**src/rtl/calendar_pkg.sv**
```systemverilog
`default_nettype none
// ============================================================================
// Module  : calendar_pkg
// Brief   : Shared calendar constants, month enumeration and month-length
//           function used by the date counter, day-of-week and display logic.
// Revision: 1.0 - initial release
// ============================================================================
package calendar_pkg;

   localparam int YEAR_MAX = 99;
   localparam int MONTHS   = 12;

   typedef enum logic [7:0] {
      JAN = 8'd1,  FEB = 8'd2,  MAR = 8'd3,  APR = 8'd4,
      MAY = 8'd5,  JUN = 8'd6,  JUL = 8'd7,  AUG = 8'd8,
      SEP = 8'd9,  OCT = 8'd10, NOV = 8'd11, DEC = 8'd12
   } month_e;

   // Out-of-range months return 0 so that any day check against them fails.
   function automatic logic [7:0] days_in_month(input logic [7:0] month,
                                                input logic [7:0] year);
      logic [7:0] days;
      case (month)
         JAN, MAR, MAY, JUL, AUG, OCT, DEC: days = 8'd31;
         APR, JUN, SEP, NOV:                days = 8'd30;
         FEB:     days = (year[1:0] == 2'b00) ? 8'd29 : 8'd28;
         default: days = 8'd0;
      endcase
      return days;
   endfunction

endpackage : calendar_pkg
`default_nettype wire

```
**src/rtl/calendar_counter_month_length.sv**
```systemverilog
`default_nettype none
// ============================================================================
// Module  : month_length
// Brief   : Combinational days-in-month lookup for a (month, year) pair.
// Revision: 1.0 - initial release
// ============================================================================
module month_length
   import calendar_pkg::*;
(
   input  logic [7:0] month,
   input  logic [7:0] year,
   output logic [7:0] days
);

   // Pure lookup; the shared function keeps every consumer consistent.
   assign days = days_in_month(month, year);

endmodule : month_length
`default_nettype wire

```
**src/rtl/calendar_counter.sv**
```systemverilog
`default_nettype none
// ============================================================================
// Module  : calendar_counter
// Brief   : Year/month/day register set advanced by a daily tick, loadable
//           through a validated set request. Set has priority over tick.
// Revision: 1.0 - initial release
// ============================================================================
module calendar_counter
   import calendar_pkg::*;
#(
   parameter int RESET_YEAR  = 0,
   parameter int RESET_MONTH = 1,
   parameter int RESET_DAY   = 1
)(
   input  logic       clk,
   input  logic       rst_n,
   input  logic       day_tick,
   input  logic       set_en,
   input  logic [7:0] set_year,
   input  logic [7:0] set_month,
   input  logic [7:0] set_day,
   output logic [7:0] year,
   output logic [7:0] month,
   output logic [7:0] day,
   output logic       date_changed,
   output logic       set_err
);

   localparam logic [7:0] c_year_max  = 8'(YEAR_MAX);
   localparam logic [7:0] c_months    = 8'(MONTHS);
   localparam logic [7:0] c_rst_year  = 8'(RESET_YEAR);
   localparam logic [7:0] c_rst_month = 8'(RESET_MONTH);
   localparam logic [7:0] c_rst_day   = 8'(RESET_DAY);

   localparam bit c_rst_ok =
      (RESET_YEAR  >= 0) && (RESET_YEAR  <= YEAR_MAX) &&
      (RESET_MONTH >= 1) && (RESET_MONTH <= MONTHS)   &&
      (RESET_DAY   >= 1) &&
      (c_rst_day <= days_in_month(c_rst_month, c_rst_year));

   generate
      if (!c_rst_ok) begin : g_bad_reset_date
         $error("calendar_counter: RESET_YEAR/MONTH/DAY is not a legal date");
      end
   endgenerate

   logic [7:0] r_year, r_month, r_day;
   logic       r_changed, r_err;
   logic [7:0] w_cur_dim, w_set_dim;
   logic       w_set_ok;
   logic [7:0] w_next_year, w_next_month, w_next_day;

   month_length u_cur_len (
      .month (r_month),
      .year  (r_year),
      .days  (w_cur_dim)
   );

   month_length u_set_len (
      .month (set_month),
      .year  (set_year),
      .days  (w_set_dim)
   );

   // An invalid month yields w_set_dim=0, which also fails the day check.
   assign w_set_ok = (set_year  <= c_year_max) &&
                     (set_month >= 8'd1) && (set_month <= c_months) &&
                     (set_day   >= 8'd1) && (set_day   <= w_set_dim);

   // Next date after one tick; >= guards against an out-of-range day.
   always_comb begin
      w_next_year  = r_year;
      w_next_month = r_month;
      w_next_day   = r_day + 8'd1;
      if (r_day >= w_cur_dim) begin
         w_next_day = 8'd1;
         if (r_month >= c_months) begin
            w_next_month = 8'd1;
            w_next_year  = (r_year >= c_year_max) ? 8'd0 : r_year + 8'd1;
         end else begin
            w_next_month = r_month + 8'd1;
         end
      end
   end

   // Priority mux: reset, then set request, then tick, otherwise hold.
   always_ff @(posedge clk or negedge rst_n) begin
      if (!rst_n) begin
         r_year    <= c_rst_year;
         r_month   <= c_rst_month;
         r_day     <= c_rst_day;
         r_changed <= 1'b0;
         r_err     <= 1'b0;
      end else begin
         r_changed <= 1'b0;
         r_err     <= 1'b0;
         if (set_en) begin
            if (w_set_ok) begin
               r_year    <= set_year;
               r_month   <= set_month;
               r_day     <= set_day;
               r_changed <= 1'b1;
            end else begin
               r_err     <= 1'b1;
            end
         end else if (day_tick) begin
            r_year    <= w_next_year;
            r_month   <= w_next_month;
            r_day     <= w_next_day;
            r_changed <= 1'b1;
         end
      end
   end

   assign year         = r_year;
   assign month        = r_month;
   assign day          = r_day;
   assign date_changed = r_changed;
   assign set_err      = r_err;

endmodule : calendar_counter
`default_nettype wire

```
**config.mk**
```make
export PLATFORM = sky130hd
export DESIGN_NAME = calendar_counter
export DESIGN_NICKNAME = d
export VERILOG_FILES = /design/src/rtl/calendar_pkg.sv /design/src/rtl/calendar_counter_month_length.sv /design/src/rtl/calendar_counter.sv
export SDC_FILE = /design/constraint.sdc
export NUM_CORES = 1
export LEC_CHECK = 0
export CAP_MARGIN = 15
export CORE_UTILIZATION = 53
export DETAILED_ROUTE_END_ITERATION = 6
export PLACE_DENSITY = 0.86
export SYNTH_ARGS = -nofsm -noshare
export SYNTH_HDL_FRONTEND = slang
export SYNTH_HIERARCHICAL = 1
export SYNTH_SLANG_ARGS = --single-unit
```
**constraint.sdc**
```tcl
create_clock -name clk -period 8.4 [get_ports clk]
set_input_delay 1.68 -clock clk [delete_from_list [all_inputs] [get_ports clk]]
set_output_delay 1.68 -clock clk [all_outputs]
set_load 0.1 [all_outputs]
```
==> results of run 1 <==
## path summary, 6_finish.rpt
check,start,end,slack [ns],cells past startpoint
hold reg to reg,year[7],year[7],0.55,1
setup / recovery,set_month[0],month[3],3.56,14
hold / removal,year[7],year[7],0.55,1
setup reg to reg,month[5],year[6],5.14,10
min in group asynchronous,rst_n,date_changed,1.76,2
max in group asynchronous,rst_n,month[0],6.33,2
## stage by stage
stage          utilization (%)  cells  setup WS, ns
2_1_floorplan                -    244          4.23
3_3_place_gp              70.3    332          3.52
6_report                  72.2    336          3.56
5_1_grt                   72.2    336          3.41
3_5_place_dp              70.3    332          3.37
4_1_cts                   72.2    336          3.60
## cell families (layout without fill, tap and decap cells)
group           after synthesis  count (layout)  share of synthesized area, %
compound gates               73              73                          24.1
fa+ha+maj                    20              20                          11.9
buf+inv                      42              86                          9.67
flops                        26              26                          31.0
mux                           5               5                          3.15
other cells                   2               6                         0.356
simple gates                 72              72                          19.9
## synth_stat cells (all sizes together), types with 2 or more instances
cell type  instances
a211oi             7
a21o               2
a21oi             14
a22oi              2
a31oi              2
a32oi              5
and2               6
and3               5
buf               11
clkbuf             4
conb               2
dfrtp             24
dfstp              2
ha                20
inv               26
mux2               4
nand2             15
nand3              6
nand4              3
nor2              13
nor2b              2
nor3               6
nor3b              3
nor4               8
o211ai             5
o21a               2
o21ai             12
o22ai              5
o2bb2ai            7
o31ai              4
or4                3
## routing by layer
| metal | GRT usage (%) | routed length, um |
|---|---|---|
| met1 | 36.0 | 2390 |
| met2 | 47.8 | 2620 |
| met3 | 3.35 | 303 |
| met4 | 7.07 | 64 |
| met5 | 0 | 0 |
## layout make-up
class,instances,area [um^2],share of cell area (%)
tap,48,60.1,2.22
sequential,26,653,24.2
timing repair buffer,55,546,20.2
clock inverter,1,30.0,1.11
multi-input combinational,176,1270,46.9
clock buffer,3,41.3,1.53
inverter,27,106,3.94
## sequential cells by signal, summed over array words and instances, names as in the netlist
signal and count:
day 8, month 8, date_changed 1, year 8
set_err 1
## where the power goes
group / internal, mW / leakage [nW] / switching (mW)
Combinational: 0.150 / 0.798 / 0.364
Sequential: 0.161 / 0.326 / 0.0597
Clock: 0.0638 / 0.0357 / 0.0422
==> results.toml, run 1 <==
[timing]
maxSlewViolCount = 0
fmax_mhz = 207
setup_viol = 0
tightest_slew_ns = 1.03
rsz0062_at_grt = "no"
hold_viol_final = 0
maxSlewHeadroom_pct = 31.2
post-route-min-period_ns = 4.84
tns_ns = 0
period_share_pct = 57.6
finClkSkew_ns = 0.00968
whs_ns = 0.547

[synth]
syn_area_mm2 = 0.00211
synth_top_area_share_pct = 28.5
yosys_warnings = 6
netlist_instances = 240
synth_edf_count = 0
syn_avg_cell_area_um2 = 8.78
synth_area_leaders = "dfrtp_1 (28%), ha_1 (12%), inv_1 (4.6%), buf_4 (3.9%), a21oi_1 (3.3%)"
synthFlopType = "dfrtp_1"
async_reset_ff_share_pct = 100
synth_seq_cells = 26
yosysTopAreaCell = "dfrtp_1"
synth_seq_area_share_pct = 31.0
synthDistinctLibCells = 50

[route]
wl_mm = 5.38
viasPerCell = 5.98
dr.pass1.iters = 4
dr.first_iter.drc_count = 152
route.detailed.drc = 0
num_vias = 2008
wl_per_cell_um = 16.0
ant_nets = 0

[clock_tree]
path_clk_slew_ns = 0.10
insertion_delay_ns = 0.28
clock_sinks = 26
htreeDepth = 1
ctsHoldBuffers = 0
tritoncts = "built"
clk_path_buf_depth = 2
cts_resized = 0
clockRootBuffer = "clkbuf_8"
post-cts-setup-buffers = 0
cts_made_buffers = 3

[grt]
antenna_found_initial = 0
grt-ovfl-total = 0
grt_pass1_vias = 1936
grt_start_max_net_pins = 27
grt_pass1_wl_mm = 9.00
grt.total_usage_pct = 27.5

[final_layout]
design_area_mm2 = 0.00270
fillerInstances = 310
final_common_cell = "clkdlybuf4s50_1"
diodes = 0
syn2layout_area_growth_pct = 28.2
final_cell_mix = "clkdlybuf4s50_1 (53), inv_1 (26), dfrtp_1 (24)"
nets = 337
drive_gt1_share_pct = 6.94

[hold_path]
hp-class = "flop to flop"

[floorplanning]
core_mm2 = 0.00374
start_util_pct = 56.3
ios = 54
dieHeight_um = 65.1
die_area_mm2 = 0.00423
chipWidth_um = 65.1
rows = 22

[setup_path]
cp_cell_sequence = "clkdlybuf4s50_1 > o211ai_1 > nand2_1 > nor2_1 > inv_1 > ha_1 > nand4_1 > nor2_1 > a211oi_1 > nor3_4 > nor2_2 > clkinv_4 > nand2_4 > mux2_1"
crit_top_cell = "nor2_1"
crit_path_end_kind = "flop"
crit_buf_inv = 3
start_kind = "input port"
critPathMaxFanout = 15
cp.required_ns = 8.57
worstPathArrival_ns = 5.00
path_class = "input port to flop"
max_stage_delay_ns = 0.57
cp_top_family = "simple AND/OR/NAND/NOR gates"
cp_slowest_cell = "clkdlybuf4s50_1"

[flow_run]
maxCapViolCount = 0

[status]
status = "finished clean"

[power_and_ir_drop]
peakVddDrop_mv = 0.221
power.leakage_nw = 1.16
total_power_mw = 0.840
cellPowerDensity_mw_per_mm2 = 311

[place]
globalplace.congestion = 0.878
dpl_cell_area_mm2 = 0.00263
dp_hpwl_mm = 3.97
io_buffers = 53
No activity file was read; power rests on OpenSTA's default activity.
==> run 2: changes to the inputs <==
CORE_UTILIZATION = 45   (was 53)
PLACE_DENSITY = 0.77   (was 0.86)
clock period = 4.3 ns   (was 8.4 ns; I/O delays follow)
==> results.toml, run 2 (same netlist as run 1, synthesis figures left out) <==
[place]
dp_hpwl_mm = 3.93
placed_cells = 337
dpl_cell_area_mm2 = 0.00264
globalplace.congestion = 0.898
io_buffers = 53

[route]
route.detailed.drc = 0
viasPerCell = 5.82
dr.pass1.iters = 4
wl_per_cell_um = 15.0
num_vias = 1986
wl_mm = 5.11
ant_nets = 0
dr.first_iter.drc_count = 87

[setup_path]
regToRegSetupSlack_ns = 1.12
crit_path_end_kind = "flop"
crit_buf_inv = 3
max_stage_delay_ns = 0.54
cp_cell_sequence = "clkdlybuf4s50_1 > o211ai_1 > nand2_1 > nor2_1 > inv_1 > ha_1 > nand4_1 > nor2_1 > a211oi_1 > nor3_4 > nor2_2 > clkinv_4 > nand3_4 > mux2_4"
start_kind = "input port"
cp.required_ns = 4.48
crit_end = "year[1]"
critPathLaunch = "set_month[0]"
path_class = "input port to flop"
r2r_start = "month[5]"
cp_slowest_cell = "clkdlybuf4s50_1"
cp.depth = 14
rr_endpoint = "year[1]"
r2r_cells = 10
cp_top_family = "simple AND/OR/NAND/NOR gates"
crit_top_cell = "nor2_1"
critPathMaxFanout = 15
worstPathArrival_ns = 3.83

[grt]
grt.total_usage_pct = 22.2
grt_pass1_wl_mm = 8.84
grt-ovfl-total = 0
antenna_found_initial = 0
grt_pass1_vias = 1939
grt_start_max_net_pins = 27

[power_and_ir_drop]
peakVddDrop_mv = 0.618
cellPowerDensity_mw_per_mm2 = 604
power.leakage_nw = 1.16

[floorplanning]
dieHeight_um = 70.4
die_area_mm2 = 0.00496
start_util_pct = 47.8
rows = 24
ios = 54
chipWidth_um = 70.4
core_mm2 = 0.00441

[timing]
maxSlewHeadroom_pct = 35.1
fmax_mhz = 274
period_share_pct = 84.9
post-route-min-period_ns = 3.65
setup_viol = 0
hold_viol_final = 0
tightest_slew_ns = 0.970
tns_ns = 0
maxSlewViolCount = 0
rsz0062_at_grt = "no"
finClkSkew_ns = 0.00764

[hold_path]
hp-class = "flop to flop"
hp-start = "year[7]"

[final_layout]
instances_no_fill = 341
diodes = 0
final_common_cell = "clkdlybuf4s50_1"
nets = 338
drive_gt1_share_pct = 7.27
final_cell_mix = "clkdlybuf4s50_1 (53), inv_1 (26), dfrtp_1 (24)"
design_area_mm2 = 0.00272
syn2layout_area_growth_pct = 28.8

[clock_tree]
ctsHoldBuffers = 0
insertion_delay_ns = 0.28
cts_made_buffers = 3
clock_sinks = 26
tritoncts = "built"
htreeDepth = 1
clk_path_buf_depth = 2
clockRootBuffer = "clkbuf_8"
post-cts-setup-buffers = 0
cts_resized = 0
path_clk_slew_ns = 0.10

[flow_run]
maxCapViolCount = 0

[status]
status = "finished clean"
-- run 2: cell count changes in the layout (fill, tap and decap cells not counted) --
cell,change
buf_4,+1
-- run 2: worst reg2reg max path: stages, from the launching register on --
cell and delay, ns:
dfrtp_1 0.43, nor4_2 0.36, nand2_1 0.11, nor2_1 0.18
inv_1 0.08, ha_1 0.28, or3_1 0.10, a21oi_1 0.08
o31ai_2 0.83, nand3_4 0.27, mux2_4 0.36
-- run 2: power by group --
part | switching [mW] | internal [mW]
logic | 0.709 | 0.295
clock network | 0.0851 | 0.125
registers | 0.112 | 0.314
total | 0.907 | 0.734
-- run 2: final cells by class --
type / count / area (um^2)
fillers: 410 / 1700
multi-input cells: 176 / 1270
flip-flops and latches: 26 / 653
repair buffers: 56 / 553
inverters: 27 / 106
well taps: 52 / 65.1
clock buffers: 3 / 41.3
clock inverters: 1 / 30.0
-- run 2: how the worst min path moves through the flow --
stage	end	slack (ns)	cells past startpoint
2_1_floorplan	date_changed	0.56	0
3_3_place_gp	year[7]	0.52	1
3_5_place_dp	year[7]	0.51	1
4_1_cts	year[7]	0.54	1
5_1_grt	year[7]	0.57	1
6_report	year[7]	0.54	1
-- run 2: per-layer routing --
| metal | GRT usage [%] | vias to the layer above | part of all wire, % |
|---|---|---|---|
| li1 | - | 975 | - |
| met4 | 5.78 | 0 | 1.0 |
| met3 | 4.04 | 9 | 5.7 |
| met2 | 37.2 | 69 | 49 |
| met5 | 0 | - | 0 |
| met1 | 29.2 | 933 | 44 |
-- run 2: stage by stage --
| step | setup slack, ns | total power [mW] | util (%) | hold slack, ns |
|---|---|---|---|---|
| 3_3_place_gp | 0.481 | 1.42 | 59.9 | 0.521 |
| 5_1_grt | 0.273 | 1.73 | 61.5 | 0.573 |
| 2_1_floorplan | 0.948 | 1.19 | - | 0.564 |
| 4_1_cts | 0.652 | 1.64 | 61.5 | 0.539 |
| 6_report | 0.648 | 1.64 | 61.5 | 0.541 |
| 3_5_place_dp | 0.334 | 1.43 | 59.9 | 0.509 |
==> run 3: changes to the inputs <==
CORE_UTILIZATION = 49   (was 45)
PLACE_DENSITY = 0.8   (was 0.77)
clock period = 3.8 ns   (was 4.3 ns; I/O delays follow)
==> results.toml, run 3 (same netlist as run 1, synthesis figures left out) <==
[status]
status = "finished clean"

[floorplanning]
die_area_mm2 = 0.00457
ios = 54
start_util_pct = 52.0
chipWidth_um = 67.6
rows = 23
core_mm2 = 0.00406
dieHeight_um = 67.6

[setup_path]
cp_cell_sequence = "clkdlybuf4s50_1 > nor4_2 > nand2_1 > nor2_1 > inv_1 > ha_1 > nand4_1 > nor2_1 > a211oi_1 > buf_4 > nor3_4 > nor2_2 > clkinv_4 > nand3_4 > mux2_4"
max_stage_delay_ns = 0.43
cp_slowest_cell = "clkdlybuf4s50_1"
rr_endpoint = "day[3]"
crit_top_cell = "nor2_1"
worstPathArrival_ns = 3.66
cp.required_ns = 3.96
crit_buf_inv = 4
r2r_cells = 10
r2r_start = "month[5]"
critPathMaxFanout = 8
start_kind = "input port"
regToRegSetupSlack_ns = 0.81
cp_top_family = "simple AND/OR/NAND/NOR gates"
crit_path_end_kind = "flop"
path_class = "input port to flop"
critPathLaunch = "set_month[5]"

[grt]
grt_pass1_vias = 1892
grt_start_max_net_pins = 27
grt.total_usage_pct = 24.8
grt_pass1_wl_mm = 8.56
antenna_found_initial = 0
grt-ovfl-total = 0

[route]
num_vias = 2015
wl_per_cell_um = 15.3
wl_mm = 5.27
ant_nets = 0
route.detailed.drc = 0
dr.first_iter.drc_count = 220
viasPerCell = 5.84
dr.pass1.iters = 4

[hold_path]
hp-start = "year[7]"
hp-class = "flop to flop"
whs_path_depth = 1
whs_endpoint = "year[7]"

[clock_tree]
cts_made_buffers = 3
post-cts-setup-buffers = 0
clockRootBuffer = "clkbuf_8"
clk_path_buf_depth = 2
path_clk_slew_ns = 0.09
clock_sinks = 26
cts_resized = 0
insertion_delay_ns = 0.27
htreeDepth = 1
tritoncts = "built"
ctsHoldBuffers = 0

[timing]
finClkSkew_ns = 0.00441
tns_ns = 0
hold_viol_final = 0
fmax_mhz = 286
post-route-min-period_ns = 3.50
setup_viol = 0
period_share_pct = 92.0
maxSlewViolCount = 0
maxSlewHeadroom_pct = 34.2
rsz0062_at_grt = "no"
tightest_slew_ns = 0.984

[place]
dpl_cell_area_mm2 = 0.00269
dp_hpwl_mm = 4.07
io_buffers = 53
globalplace.congestion = 0.884

[final_layout]
nets = 344
syn2layout_area_growth_pct = 30.0
final_cell_mix = "clkdlybuf4s50_1 (53), inv_1 (26), dfrtp_1 (24)"
diodes = 0
fillerInstances = 357
multi_input_area_mm2 = 0.00127
final_common_cell = "clkdlybuf4s50_1"
design_area_mm2 = 0.00274
drive_gt1_share_pct = 9.15
regArea_um2 = 653

[power_and_ir_drop]
peakVddDrop_mv = 0.573
power.leakage_nw = 1.19
cellPowerDensity_mw_per_mm2 = 663

[flow_run]
maxCapViolCount = 0
==> run 3: cell count changes in the layout (fill, tap and decap cells not counted), sizes merged <==
cell / previous run / this run
bufinv: 1 / 0
clkbuf: 3 / 4
buf: 3 / 9
==> run 3: cell type report <==
class	instances	share of cell area, %
Clock buffer	4	2.01
Inverter	27	3.88
Multi-Input combinational cell	176	46.2
Sequential cell	26	23.8
Tap cell	50	2.28
Timing Repair Buffer	62	21.8
==> run 3: how the worst max path moves through the flow <==
stage	endpoint	slack (ns)	cells past startpoint
global placement	year[0]	0.11	15
detailed placement	year[0]	0.02	15
finish	year[0]	0.30	15
global route	year[0]	0.03	15
CTS	year[0]	0.30	15
floorplan	year[0]	0.47	11
==> run 3: layer usage <==
| metal | part of all wire [%] | track usage, % | vias up | routed length (um) |
|---|---|---|---|---|
| met5 | 0 | 0 | - | 0 |
| met4 | 1.5 | 9.04 | 0 | 80 |
| met3 | 4.9 | 4.05 | 8 | 260 |
| met2 | 49 | 41.5 | 68 | 2600 |
| met1 | 44 | 31.7 | 954 | 2320 |
| li1 | - | - | 985 | - |
==> run 3: where the power goes <==
group          leakage (nW)  internal [mW]  switching, mW  total [mW]
Combinational         0.833          0.341          0.808        1.15
Sequential            0.326          0.355          0.129       0.484
Clock                0.0288         0.0928         0.0908       0.184
==> run 3: per-stage QoR <==
step                hold slack [ns]  util (%)  setup WS, ns  instances  power, mW
floorplan                     0.464         -         0.473        244       1.35
global placement              0.527      66.2         0.114        341       1.62
detailed placement            0.510      66.2        0.0150        341       1.63
CTS                           0.543      67.6         0.303        345       1.82
global route                  0.586      67.6        0.0281        345       1.91
finish                        0.541      67.6         0.304        345       1.82
